**config.mk**
```make
export PLATFORM = sky130hd
export DESIGN_NAME = axis_channel_loader
export DESIGN_NICKNAME = d
export VERILOG_FILES = /design/src/rtl/axis_channel_loader.sv
export SDC_FILE = /design/constraint.sdc
export NUM_CORES = 1
export LEC_CHECK = 0
export CORE_AREA = 2 2 231 233
export DETAILED_ROUTE_END_ITERATION = 12
export DIE_AREA = 0 0 233 235
export GPL_TIMING_DRIVEN = 1
export PLACE_DENSITY = 0.58
export SLEW_MARGIN = 0
export SYNTH_ARGS = -nofsm -noshare
export SYNTH_HDL_FRONTEND = slang
export SYNTH_SLANG_ARGS = --single-unit
```
**constraint.sdc**
```tcl
create_clock -name clk -period 2.02 [get_ports clk]
set_input_delay 0.202 -clock clk [delete_from_list [all_inputs] [get_ports clk]]
set_output_delay 0.202 -clock clk [all_outputs]
set_load 0.03 [all_outputs]
```
**src/rtl/axis_channel_loader.sv**
```systemverilog
// axis_channel_loader
// Takes one AXI-Stream burst from the PS/DMA and routes it to one of N_CH
// channel drivers. The target channel's select line is held high for the
// whole load, so its loopback mux takes the PS input. A single output
// register stage gives one cycle of latency at full throughput. The block
// counts the accepted beats and pulses done when the last beat has left.
//
// cfg_chan is one bit wider than log2(N_CH). This lets an out-of-range
// channel number reach the block, be detected, and be reported on cfg_err
// instead of silently aliasing onto a real channel.

module axis_channel_loader #(
    parameter int DATA_W = 256,
    parameter int N_CH   = 16,
    parameter int CNT_W  = 16,
    localparam int SEL_W  = (N_CH > 1) ? $clog2(N_CH) : 1,
    localparam int CHAN_W = SEL_W + 1
) (
    input  logic              clk,
    input  logic              rst,

    input  logic [CHAN_W-1:0] cfg_chan,
    input  logic [CNT_W-1:0]  cfg_beats,
    input  logic              cfg_start,

    input  logic [DATA_W-1:0] s_axis_tdata,
    input  logic              s_axis_tvalid,
    output logic              s_axis_tready,

    output logic [DATA_W-1:0] m_axis_tdata,
    output logic [N_CH-1:0]   m_axis_tvalid,
    input  logic [N_CH-1:0]   m_axis_tready,

    output logic [N_CH-1:0]   chan_select,
    output logic              busy,
    output logic              done,
    output logic              cfg_err
);

    typedef enum logic [1:0] {
        S_IDLE  = 2'd0,
        S_ROUTE = 2'd1,
        S_DRAIN = 2'd2,
        S_DONE  = 2'd3
    } state_t;

    // N_CH widened to the compare width so the range check works for any N_CH.
    localparam logic [CHAN_W:0] N_CH_LIM = (CHAN_W + 1)'(N_CH);

    // Control state.
    state_t             state_q, state_d;
    logic [SEL_W-1:0]   sel_q, sel_d;
    logic [CNT_W-1:0]   rem_q, rem_d;
    // High for a load that actually carries beats. It gates chan_select, so a
    // zero-beat load never raises a select line.
    logic               load_q, load_d;
    logic               err_q, err_d;

    // Output register stage.
    logic [DATA_W-1:0]  odata_q, odata_d;
    logic               ovalid_q, ovalid_d;

    // Handshake terms.
    logic [N_CH-1:0]    sel_onehot;
    logic               sel_ready;
    logic               out_retire;
    logic               in_ready;
    logic               in_accept;
    logic               chan_ok;

    assign sel_onehot = N_CH'(1) << sel_q;
    // Ready from the non-selected channels never reaches the datapath.
    assign sel_ready  = m_axis_tready[sel_q];
    assign out_retire = ovalid_q && sel_ready;

    // The input can be taken when beats remain and the output register is
    // either empty or being emptied this cycle. Loading and retiring in the
    // same cycle keeps one beat per clock.
    assign in_ready   = (state_q == S_ROUTE) && (rem_q != '0) &&
                        (!ovalid_q || sel_ready);
    assign in_accept  = in_ready && s_axis_tvalid;

    assign chan_ok    = {1'b0, cfg_chan} < N_CH_LIM;

    // Next state for the load sequencer and the sticky config error.
    always_comb begin
        state_d = state_q;
        sel_d   = sel_q;
        rem_d   = rem_q;
        load_d  = load_q;
        err_d   = err_q;

        case (state_q)
            S_IDLE: begin
                if (cfg_start) begin
                    if (chan_ok) begin
                        sel_d  = cfg_chan[SEL_W-1:0];
                        rem_d  = cfg_beats;
                        load_d = (cfg_beats != '0);
                        state_d = (cfg_beats != '0) ? S_ROUTE : S_DONE;
                    end else begin
                        err_d = 1'b1;
                    end
                end
            end
            S_ROUTE: begin
                // rem is never zero here, so this decrement cannot wrap.
                if (in_accept) begin
                    rem_d = rem_q - CNT_W'(1);
                    if (rem_q == CNT_W'(1)) begin
                        state_d = S_DRAIN;
                    end
                end
            end
            S_DRAIN: begin
                if (!ovalid_q || out_retire) begin
                    state_d = S_DONE;
                end
            end
            S_DONE: begin
                load_d  = 1'b0;
                state_d = S_IDLE;
            end
            default: begin
                load_d  = 1'b0;
                state_d = S_IDLE;
            end
        endcase
    end

    // Output register: a new beat replaces or refills it, and a retire
    // with no new beat empties it.
    always_comb begin
        odata_d  = odata_q;
        ovalid_d = ovalid_q;
        if (in_accept) begin
            odata_d  = s_axis_tdata;
            ovalid_d = 1'b1;
        end else if (out_retire) begin
            ovalid_d = 1'b0;
        end
    end

    // State and datapath registers. The data register is also cleared, so
    // m_axis_tdata reads zero after reset. A reset during a load drops the
    // beat in flight.
    always_ff @(posedge clk) begin
        if (rst) begin
            state_q  <= S_IDLE;
            sel_q    <= '0;
            rem_q    <= '0;
            load_q   <= 1'b0;
            err_q    <= 1'b0;
            odata_q  <= '0;
            ovalid_q <= 1'b0;
        end else begin
            state_q  <= state_d;
            sel_q    <= sel_d;
            rem_q    <= rem_d;
            load_q   <= load_d;
            err_q    <= err_d;
            odata_q  <= odata_d;
            ovalid_q <= ovalid_d;
        end
    end

    assign s_axis_tready = in_ready;
    assign m_axis_tdata  = odata_q;
    assign m_axis_tvalid = ovalid_q ? sel_onehot : '0;
    assign chan_select   = load_q ? sel_onehot : '0;
    assign busy          = (state_q == S_ROUTE) || (state_q == S_DRAIN);
    assign done          = (state_q == S_DONE);
    assign cfg_err       = err_q;

endmodule

```
# Word-level counts from Yosys, hierarchy flattened

Cells that the tools add are included.

$add $sub $neg: 1
$lt $le $gt $ge: 2
Eq/ne operators: 9
Shift-type cells: 1
Mux-type cells: 20
Bitwise logic cells: 1
Reduce and logical (&&, ||, !) cells: 19

Operator list:

| kind                                                                  | number |
|---|---|
| 16-bit 2-to-1 mux                                                     | 5 |
| 16-bit case mux with 2 select lines                                   | 1 |
| 16-bit nonzero test                                                   | 2 |
| 16-bit by 1-bit == test with 1-bit output (second input constant)     | 1 |
| 1-bit by 4-bit << shifter with 16-bit output (first input constant)   | 1 |
| 16-bit by 1-bit subtractor with 16-bit output (second input constant) | 1 |
| 2-bit 2-to-1 mux                                                      | 6 |
| 2-bit != test (second input constant)                                 | 5 |
| 3-bit AND reduction                                                   | 3 |
| 2-bit case mux with 4 select lines                                    | 1 |
| 2-bit nonzero test                                                    | 3 |
| 4-bit by 5-bit < comparator with 1-bit output (second input constant) | 1 |
| 5-bit < comparator (second input constant)                            | 1 |
| 1-bit 2-to-1 mux                                                      | 5 |
| 5-bit AND reduction                                                   | 1 |
| 1-bit binary-select mux with 4-bit select                             | 1 |
| 2-bit == test (second input constant)                                 | 2 |
| 1-bit logical AND                                                     | 4 |
| 4-bit AND reduction                                                   | 1 |
| 1-bit logical OR                                                      | 3 |
| 2-bit by 1-bit == test with 1-bit output (second input constant)      | 1 |
| 2-bit logical NOT                                                     | 1 |
| 1-bit case mux with 2 select lines                                    | 1 |
| 1-bit logical NOT                                                     | 1 |
| 1-bit NOT                                                             | 1 |

Bits in registers: 281
Input port bits: 297
Output and inout port bits: 292
Logic and storage cells: 60

# Depth between registers and ports, before layout

Gate-level depths: netlist of run 1.

Depth after elaboration: 7
Gate-level depth with buffers: 10
Depth with buffers taken out: 7

# Worst setup path after synthesis of run 1

Ideal clock, no wire load.

Path kind: flip-flop to flip-flop
From: register sel_q[0]
To: register odata_q[169] (netlist: m_axis_tdata[169])
Library setup time: 0.128 ns
Arrival: 2.061 ns
Data required time: 1.892 ns
Path slack: -0.169 ns
Stages on the path, launching flop included: 11
Buffers on the path: 4
Clock period less this slack: 2.189 ns
Path through: dfxtp_1 > buf_2 > mux4_2 > o21ai_1 > o211ai_2 > o2111a_1 > buf_6 > buf_6 > buf_6 > mux2i_1 > nor2_1

Word-level cells in the longest chain between the ends: 5

Ends and longest elaborated chain:

| item                                      | line | RTL |
|---|---|---|
| start: declaration                        | 52   | `logic [SEL_W-1:0] sel_q, sel_d;` |
| start signal: assignment                  | 158  | `sel_q <= sel_d;` |
| 1-bit binary-select mux with 4-bit select | 73   | `assign sel_ready = m_axis_tready[sel_q];` |
| 1-bit 2-to-1 mux (not written as such)    | 73   |  |
| 1-bit logical OR                          | 80   | `(!ovalid_q \|\| sel_ready);` |
| 1-bit logical AND                         | 79   | `assign in_ready = (state_q == S_ROUTE) && (rem_q != '0) &&` |
| 1-bit logical AND                         | 81   | `assign in_accept = in_ready && s_axis_tvalid;` |
| end signal: assignment                    | 162  | `odata_q <= odata_d;` |
| end: declaration                          | 60   | `logic [DATA_W-1:0] odata_q, odata_d;` |

Every way passes these cells. The select of a mux whose other input is x is not followed.
A chain may end at the register's enable or synchronous reset.

# Worst setup path in the final report of run 1

From: register sel_q[1]
To: output port s_axis_tready

Word-level cells in the longest chain between the ends: 4

Ends and longest elaborated chain:

| item                                      | line | RTL |
|---|---|---|
| 1-bit binary-select mux with 4-bit select | 73   |  |
| 1-bit 2-to-1 mux (not written as such)    | 73   |  |
| 1-bit logical OR                          | 80   |  |
| 1-bit logical AND                         | 79   |  |
| end: declaration                          | 28   | `output logic s_axis_tready,` |

Every way passes these cells. The select of a mux whose other input is x is not followed.

==> impl_metrics.ini, run 1 <==
[outcome]
status = finished with violations
failed_checks = negative setup slack

[critical_path]
cp-end-kind = output port
worst_r2r_path_depth = 10
crit_type = flop to output port
startpoint = sel_q[1]$_SDFFE_PP0P_
cp_data_arrival_time_ns = 2.34
r2r_start = sel_q[1]$_SDFFE_PP0P_
required_ns = 1.82
crit_path_max_fanout = 3
startpoint_type = flop

[yosys]
synth_mux_area_share_pct = 24.7
synth_fp_nets = 1398
netlist_instances = 1094
yosysWarningCount = 0
synth_top_area_share_pct = 51.2
synth_compound_area_share_pct = 4.02
synth_fa_ha_area_share_pct = 0.797
netlist_area_sq_um = 11000
synth_edf_count = 0
syn_avg_cell_area_sq_um = 10.0
synth_top_family_by_area = multiplexers
yosysTopAreaCell = dfxtp_1
synth-simple-area-share_pct = 14.2
ys.flop_type = dfxtp_1
ys_types = 46
synth-seq-cells = 281
yosysSeqAreaShare_pct = 51.2
synthArstFlopShare_pct = 0
synth.area.top_cells = dfxtp_1, mux2i_1, nor2_1, buf_6, clkbuf_1
yosys.area_share.xor_xnor_pct = 0

[clock_network]
cts_buffers = 35
cts_hold_buffers = 0
cts_tree = done
cts_root_buf = clkbuf_16
clk_latency_ns = 0.53
cts.reportedPaths.clkPinSlew_ns = 0.05
cts-htree-levels = 2
cts.path.max_buffers = 3
cts.sinks = 281

[final_layout]
area_delta_synth_final_pct = 84.6
stdcell_count = 2470
layout-drive-gt1-share_pct = 15.3
nets = 2067
diodes = 0

[global_route]
grt_pass1_vias = 10600
grt_max_degree = 76
met2_usage_pct = 26.2
track_usage_pct = 14.6
busiest_layer = met2
grt_use_met1_pct = 16.5
met3_usage_pct = 3.68
overflow = 0
antenna_found_initial = 0
grt_first_pass_wirelength_um = 62600

[drt]
drcViolationCount = 0
drtPass1Iterations = 6
routed_wl_um = 41500
antenna_left = 0
wl_per_cell_um = 16.8
vias = 10300
drt_iter0_drc = 340
vias_per_cell = 4.17

[timing]
rsz0062_at_grt = true
setup_viol = 273
max_freq_ghz = 0.393
fin_crit_sh_pct = 126
worstMarginPinSlew_ns = 0.433
period_minus_slack_ns = 2.55
hold_ws_ns = 0.142
fin_ws_ns = -0.527
maxSlewViolCount = 0
slew_headroom_pct = 71.1
fin_skew_ns = 0.0188
hold_viol_final = 0

[floorplanning]
dieArea_sq_um = 54800
dieHeight_um = 235
io-pin-count = 589
core_sq_um = 52200
num_rows = 84
dieWidth_um = 233
initial_utilization_pct = 21.0

[hold_path]
min_path_type = primary input to flop
min_path_cells = 2
hold_start = rst

[power_and_ir_drop]
p_per_area_nw_per_um2 = 1190
ir_drop_v = 0.000639
p_leak_uw = 0.00737

[placement]
hpwl_um = 28800
io_buffers = 588
dp_cells = 2372
place_congestion = 0.820

[run]
cap_violations = 0
==> critical path: stages, from the launching register on <==
cell and delay (ns):
dfxtp_4 0.36, mux4_2 0.50, mux2i_2 0.19, o211ai_2 0.10, buf_4 0.14, or2_4 0.23, and3_4 0.17, buf_6 0.13
==> what timing repair did <==
item	in CTS	in global routing
cloned	26	1
buffers inserted	19	11
pin swaps	33	42
gates resized for setup	246	102
setup endpoints to repair	310	301
==> power by group <==
group          switching, uW  total, uW  internal, uW
clock                   2400       6320          3930
sequential               526       6950          6420
combinational           5380      10800          5460
total                   8300      24100         15800
==> flip-flops by register name, summed over array words and instances (netlist names) <==
signal and count:
m_axis_tdata 256, rem_q 16, sel_q 4, state_q 2
cfg_err 1, load_q 1, ovalid_q 1
==> final timing paths <==
kind,slack [ns],to
setup / recovery,-0.53,s_axis_tready
hold / removal,0.14,cfg_err$_SDFFE_PP0P_
setup reg to reg,-0.49,m_axis_tdata[63]$_SDFFE_PP0P_
hold reg to reg,0.47,rem_q[12]$_SDFFE_PP0P_
==> cell usage after synthesis, types with 6 or more instances <==
cell / instances
nand2b_1: 6
nor4_1: 7
buf_6: 27
inv_1: 14
dfxtp_1: 281
nor2_1: 315
ha_1: 7
mux2i_1: 262
a21oi_1: 27
clkbuf_1: 39
o21ai_0: 21
nand2_1: 18
nand3_1: 9
==> cells in the final DEF (no fill, tap or decap), drive strengths merged, types with 2 or more instances in the layout <==
cell / netlist / final
nand4: 3 / 3
o21ai: 22 / 22
dfxtp: 281 / 281
nand2: 18 / 18
o221a: 1 / 2
o31ai: 2 / 2
o32ai: 3 / 3
o2bb2ai: 4 / 4
nor2: 315 / 315
ha: 7 / 7
or2: 4 / 4
a31oi: 3 / 3
and3: 2 / 2
mux2i: 262 / 262
or3: 2 / 2
clkdlybuf4s15: 0 / 2
a21oi: 27 / 27
mux4: 4 / 4
or4: 2 / 2
clkinv: 1 / 6
inv: 14 / 14
nand3: 9 / 9
nand2b: 6 / 6
nand3b: 3 / 3
bufinv: 0 / 4
buf: 33 / 138
clkbuf: 40 / 56
clkdlybuf4s50: 0 / 552
nor2b: 3 / 3
nor3: 4 / 4
nor4: 8 / 8
==> per-layer routing <==
metal	routed length, um	part of all wire [%]	vias up
met5	0	0	-
met4	1260	3.0	0
met3	2820	6.8	74
met2	21100	51	361
met1	16300	39	4825
li1	-	-	5030
==> logic make-up after synthesis <==
logic type,after synthesis
adder cells (fa/ha/maj),7
AND/OR/NAND/NOR,380
multiplexers,266
buffers and inverters,88
flip-flops,281
AO/OA/AOI/OAI,72
==> stage by stage <==
stage	TNS, ns	util (%)	power (uW)	setup WS [ns]	area (sq um)
floorplan	-32.42	-	12300	-0.133	11000
global placement	-112.22	34.4	15700	-0.483	18000
detailed placement	-118.65	34.4	15800	-0.492	18000
CTS	-131.91	38.9	24400	-0.610	20300
global route	-130.74	38.8	25400	-0.620	20300
finish	-98.32	38.8	24100	-0.527	20300
==> layout make-up <==
cell class,count,area [sq um]
Multi-Input combinational cell,726,5090
Tap cell,688,861
Clock buffer,46,990
Inverter,15,56.3
Clock inverter,10,153
Sequential cell,281,5630
Fill cell,5254,32000
Timing Repair Buffer,704,7500
(Power assumes the default switching activity.)
==> run 2, diff against run 1 <==
==> constraint.sdc (replaced) <==
create_clock -name clk -period 2.02 [get_ports clk]
set_input_delay 0.606 -clock clk [delete_from_list [all_inputs] [get_ports clk]]
set_output_delay 0.606 -clock clk [all_outputs]
set_load 0.03 [all_outputs]
==> run 2 against run 1 <==
  * The flow still finishes with violations (negative setup slack)
  * Via count is 1.9% higher
  * Largest power group unchanged
  * Clock power is 6.0% lower
  * Combinational power hardly changed
  * First-iteration DRC count is 4.1% lower
  * Global-route usage is 0.60 points lower
  * Highest routed layer unchanged
  * Non-clock buffer count is 32 higher
  * Register-to-register slack worse by 0.11 ns
  * Wire length is 3.7% higher
  * Final cell count is 1.4% higher
  * Sequential share of layout area is 1.6 points lower
  * Sequential cell count stayed put
==> impl_metrics.ini, run 2 (synthesis gave the netlist of run 1 again) <==
[outcome]
status = finished with violations
failed_checks = negative setup slack

[floorplanning]
dieArea_sq_um = 54800
core_sq_um = 52200
dieWidth_um = 233
initial_utilization_pct = 21.0
dieHeight_um = 235
num_rows = 84
io-pin-count = 589

[timing]
slew_headroom_pct = 70.6
max_freq_ghz = 0.348
setup_viol = 308
maxSlewViolCount = 0
worstMarginPinSlew_ns = 0.441
rsz0062_at_grt = true
fin_skew_ns = 0.0266
hold_viol_final = 0
fin_crit_sh_pct = 142
fin_ws_ns = -0.856
period_minus_slack_ns = 2.88

[placement]
postPlaceCellArea_sq_um = 18100
hpwl_um = 29400
place_congestion = 0.808
io_buffers = 588
dp_cells = 2393

[critical_path]
cp-end-kind = output port
required_ns = 1.41
startpoint_type = primary input
crit_type = primary input to output port
cp_data_arrival_time_ns = 2.27
crit_path_max_fanout = 2

[drt]
drcViolationCount = 0
routed_wl_um = 43000
vias = 10500
drt_iter0_drc = 326
vias_per_cell = 4.19
wl_per_cell_um = 17.2
antenna_left = 0
drtPass1Iterations = 5

[global_route]
grt_first_pass_wirelength_um = 59900
grt_max_degree = 92
antenna_found_initial = 0
track_usage_pct = 14.0
grt_pass1_vias = 10500
overflow = 0

[clock_network]
cts-htree-levels = 2
cts_tree = done
cts_root_buf = clkbuf_16
cts.path.max_buffers = 3
clk_latency_ns = 0.53
cts_buffers = 34
cts.reportedPaths.clkPinSlew_ns = 0.06
cts.sinks = 281

[final_layout]
area_delta_synth_final_pct = 96.2
diodes = 0
nets = 2098
design_area_sq_um = 21500
largest_register_ffs = 256
stdcell_count = 2504
final_cell_mix = nor2_1, clkdlybuf4s50_1, dfxtp_1, dlymetal6s2s_1, mux2i_1
final_common_cell = nor2_1
fin_util_pct = 41.2
layout-drive-gt1-share_pct = 18.9

[run]
cap_violations = 0

[power_and_ir_drop]
ir_drop_v = 0.000671
p_leak_uw = 0.0122
p_per_area_nw_per_um2 = 1110

[hold_path]
min_path_type = primary input to flop
==> run 2: final timing paths <==
kind / from / end / slack [ns] / cells after the start
setup / recovery: m_axis_tready[7] / s_axis_tready / -0.86 / 7
hold / removal: rst / rem_q[0]$_SDFFE_PP0P_ / 0.39 / 2
setup reg to reg: sel_q[1]$_SDFFE_PP0P_ / m_axis_tdata[2]$_SDFFE_PP0P_ / -0.60 / 11
hold reg to reg: m_axis_tdata[182]$_SDFFE_PP0P_ / m_axis_tdata[182]$_SDFFE_PP0P_ / 0.48 / 2
==> run 2: timing repair <==
action | CTS | global route
hold buffers | 0 | 0
setup endpoints to repair | 566 | 566
setup buffers | 13 | 22
gates resized for setup | 55 | 478
pin swaps | 7 | 66
gates cloned | 11 | 16
==> run 2: critical path, stage by stage <==
cell             delay [ns]
clkdlybuf4s50_1        0.42
mux4_2                 0.47
nand3_1                0.11
o211ai_2               0.11
or2_4                  0.25
and3_4                 0.17
buf_6                  0.13
==> run 2: layout make-up <==
cell class / instances / area [sq um]
Clock buffer: 51 / 996
Clock inverter: 7 / 67.6
Fill cell: 4990 / 30700
Inverter: 15 / 58.8
Multi-Input combinational cell: 726 / 5320
Sequential cell: 281 / 5650
Tap cell: 688 / 861
Timing Repair Buffer: 736 / 8600
==> run 2: metal layers <==
layer / share of wire (%) / global-route usage, %
met2: 50 / 24.6
met5: 0 / 0
met3: 9.0 / 4.89
met4: 2.1 / 5.17
met1: 39 / 15.5
==> run 2: per-stage QoR <==
step                      TNS (ns)  setup slack, ns  hold slack, ns  power (uW)
after global routing       -166.00           -0.915           0.377       25100
after detailed placement   -257.16            -1.37           0.461       15900
final                      -146.11           -0.856           0.386       23900
after CTS                  -172.04           -0.860           0.357       22900
after floorplan             -78.87           -0.382           0.444       12500
after global placement     -251.37            -1.36           0.457       15800
==> run 2: power breakdown <==
part / internal [uW] / total (uW) / switching (uW)
clock: 3530 / 5940 / 2410
sequential: 6420 / 6900 / 482
combinational: 5510 / 11000 / 5500
==> run 3, diff against run 2 <==
--- a/config.mk
+++ b/config.mk
@@ -5,11 +5,12 @@
 export SDC_FILE = /design/constraint.sdc
 export NUM_CORES = 1
 export LEC_CHECK = 0
-export CORE_AREA = 2 2 231 233
+export CORE_AREA = 8 8 224 226
 export DETAILED_ROUTE_END_ITERATION = 12
-export DIE_AREA = 0 0 233 235
+export DIE_AREA = 0 0 232 234
 export GPL_TIMING_DRIVEN = 1
-export PLACE_DENSITY = 0.58
+export MAX_ROUTING_LAYER = met4
+export PLACE_DENSITY = 0.63
 export SLEW_MARGIN = 0
 export SYNTH_ARGS = -nofsm -noshare
 export SYNTH_HDL_FRONTEND = slang
==> run 3 against run 2 <==
  * Largest power group unchanged
  * Clock power about the same
  * Worst hold slack better by 0.060 ns
  * Worst setup slack worse by 0.068 ns
  * Die area down 0.85%
  * Combinational power about the same
  * The flow still finishes with violations (negative setup slack)
  * Sequential share of layout area up 0.80 points
  * Sequential power about the same
  * Critical path depth unchanged
==> impl_metrics.ini, run 3 (synthesis gave the netlist of run 1 again) <==
[outcome]
status = finished with violations
failed_checks = negative setup slack

[placement]
hpwl_um = 32900
dp_slack_ns = -1.43
place_congestion = 0.814
postPlaceCellArea_sq_um = 18100
io_buffers = 588

[floorplanning]
core_sq_um = 46800
dieArea_sq_um = 54300
io-pin-count = 589
initial_utilization_pct = 23.4
dieWidth_um = 232
num_rows = 80
dieHeight_um = 234

[final_layout]
diodes = 0
largest_register_ffs = 256
num-fill-cells = 4411
final_common_cell = clkdlybuf4s50_1
layout-drive-gt1-share_pct = 20.3
nets = 2103
design_area_sq_um = 20900
fin_util_pct = 44.6
final_cell_mix = clkdlybuf4s50_1, nor2_1, dfxtp_1, mux2i_1, dlygate4sd2_1
area_delta_synth_final_pct = 90.3

[clock_network]
cts-htree-levels = 1
cts_buffers = 31
clk_latency_ns = 0.56
cts_hold_buffers = 0
cts_root_buf = clkbuf_16
cts.reportedPaths.clkPinSlew_ns = 0.06
cts_tree = done
cts.sinks = 281
cts.path.max_buffers = 3

[power_and_ir_drop]
switchingPower_uw = 8470
ir_drop_v = 0.000734
combPwrFrac_pct = 46.3
p_per_area_nw_per_um2 = 1150
swShare_pct = 35.4
p_leak_uw = 0.00880
p_seq_share_pct = 28.9
clkPwrFrac_pct = 24.7
internal_power_uw = 15500

[global_route]
grt_use_met1_pct = 17.3
grt_pass1_vias = 11300
antenna_found_initial = 0
grt_first_pass_wirelength_um = 67100
met3_usage_pct = 5.89
busiest_layer = met2
track_usage_pct = 16.1
overflow = 0
grt_max_degree = 92
met2_usage_pct = 28.0

[critical_path]
cp_data_arrival_time_ns = 2.34
cpPeakStageDelay_ns = 0.49
r2r_start = sel_q[1]$_SDFFE_PP0P_
reg2reg_to = m_axis_tdata[162]$_SDFFE_PP0P_
crit_path_max_fanout = 2
crit_type = primary input to output port
cp-end-kind = output port
worst_r2r_path_depth = 11
startpoint = m_axis_tready[3]
path_buf_inv = 2
required_ns = 1.41
worstPathCellList = clkdlybuf4s50_1 -> mux4_2 -> o21ai_2 -> o211ai_2 -> or2_4 -> and3_4 -> buf_6
cp.depth = 7
rrSetupSlack_ns = -0.64
critPathTopFamily = buffers and inverters
startpoint_type = primary input
setup.worst_path.end = s_axis_tready
crit_path_top_delay_cell = mux4_2

[drt]
vias_per_cell = 4.37
antenna_left = 0
drcViolationCount = 0
vias = 10600
drt_iter0_drc = 342
wl_per_cell_um = 19.0
routed_wl_um = 46300
drtPass1Iterations = 5

[timing]
fin_crit_sh_pct = 146
fin_ws_ns = -0.924
maxSlewViolCount = 0
max_freq_ghz = 0.340
fin_skew_ns = 0.0117
slew_headroom_pct = 69.2
period_minus_slack_ns = 2.94
worstMarginPinSlew_ns = 0.462
setup_viol = 308
hold_viol_final = 0
rsz0062_at_grt = true

[hold_path]
min_path_type = primary input to flop

[run]
cap_violations = 0
run 3: worst min path at each step:
stage	to	slack, ns	startpoint	depth (start not counted)
6_report	rem_q[6]$_SDFFE_PP0P_	0.45	rst	2
5_1_grt	rem_q[6]$_SDFFE_PP0P_	0.42	rst	2
4_1_cts	rem_q[14]$_SDFFE_PP0P_	0.42	rst	2
3_5_place_dp	rem_q[12]$_SDFFE_PP0P_	0.47	rem_q[12]$_SDFFE_PP0P_	2
3_3_place_gp	cfg_err$_SDFFE_PP0P_	0.46	cfg_err$_SDFFE_PP0P_	2
2_1_floorplan	rem_q[12]$_SDFFE_PP0P_	0.44	rem_q[12]$_SDFFE_PP0P_	2
run 3: final cells by class:
class	count	area (sq um)	share of cell area, %
Clock inverter	6	108	0.515
Sequential cell	281	5640	27.0
Clock buffer	51	971	4.65
Multi-Input combinational cell	726	5440	26.0
Timing Repair Buffer	744	7910	37.8
Tap cell	615	769	3.68
Inverter	15	63.8	0.305
run 3: per-stage QoR:
stage	power [uW]	cells	hold slack (ns)	TNS [ns]
floorplan	12500	1094	0.444	-78.87
global placement	15800	2322	0.461	-255.97
detailed placement	15900	2322	0.466	-271.63
CTS	23800	2431	0.418	-166.50
global route	25100	2438	0.418	-185.43
finish	23900	2438	0.446	-167.89
run 3: what timing repair did:
action,in CTS,in global routing
buffers inserted,22,24
pin swaps,53,52
hold endpoints to repair,0,0
gates cloned,30,0
endpoints found under the setup margin,565,319
gates resized for setup,503,114
run 3: per-layer routing:
metal / vias to the layer above / wire (um)
met5: - / 0
met4: 0 / 1320
met3: 74 / 4260
met2: 443 / 23100
met1: 5005 / 17700
li1: 5120 / -
run 3: power by group through the flow:
stage               registers, uW  logic, uW  clock network, uW
CTS                          6910      10800               6090
global route                 7020      11800               6300
global placement             6990       8800                  0
finish                       6930      11100               5920
detailed placement           7020       8900                  0
floorplan                    8370       4130                  0
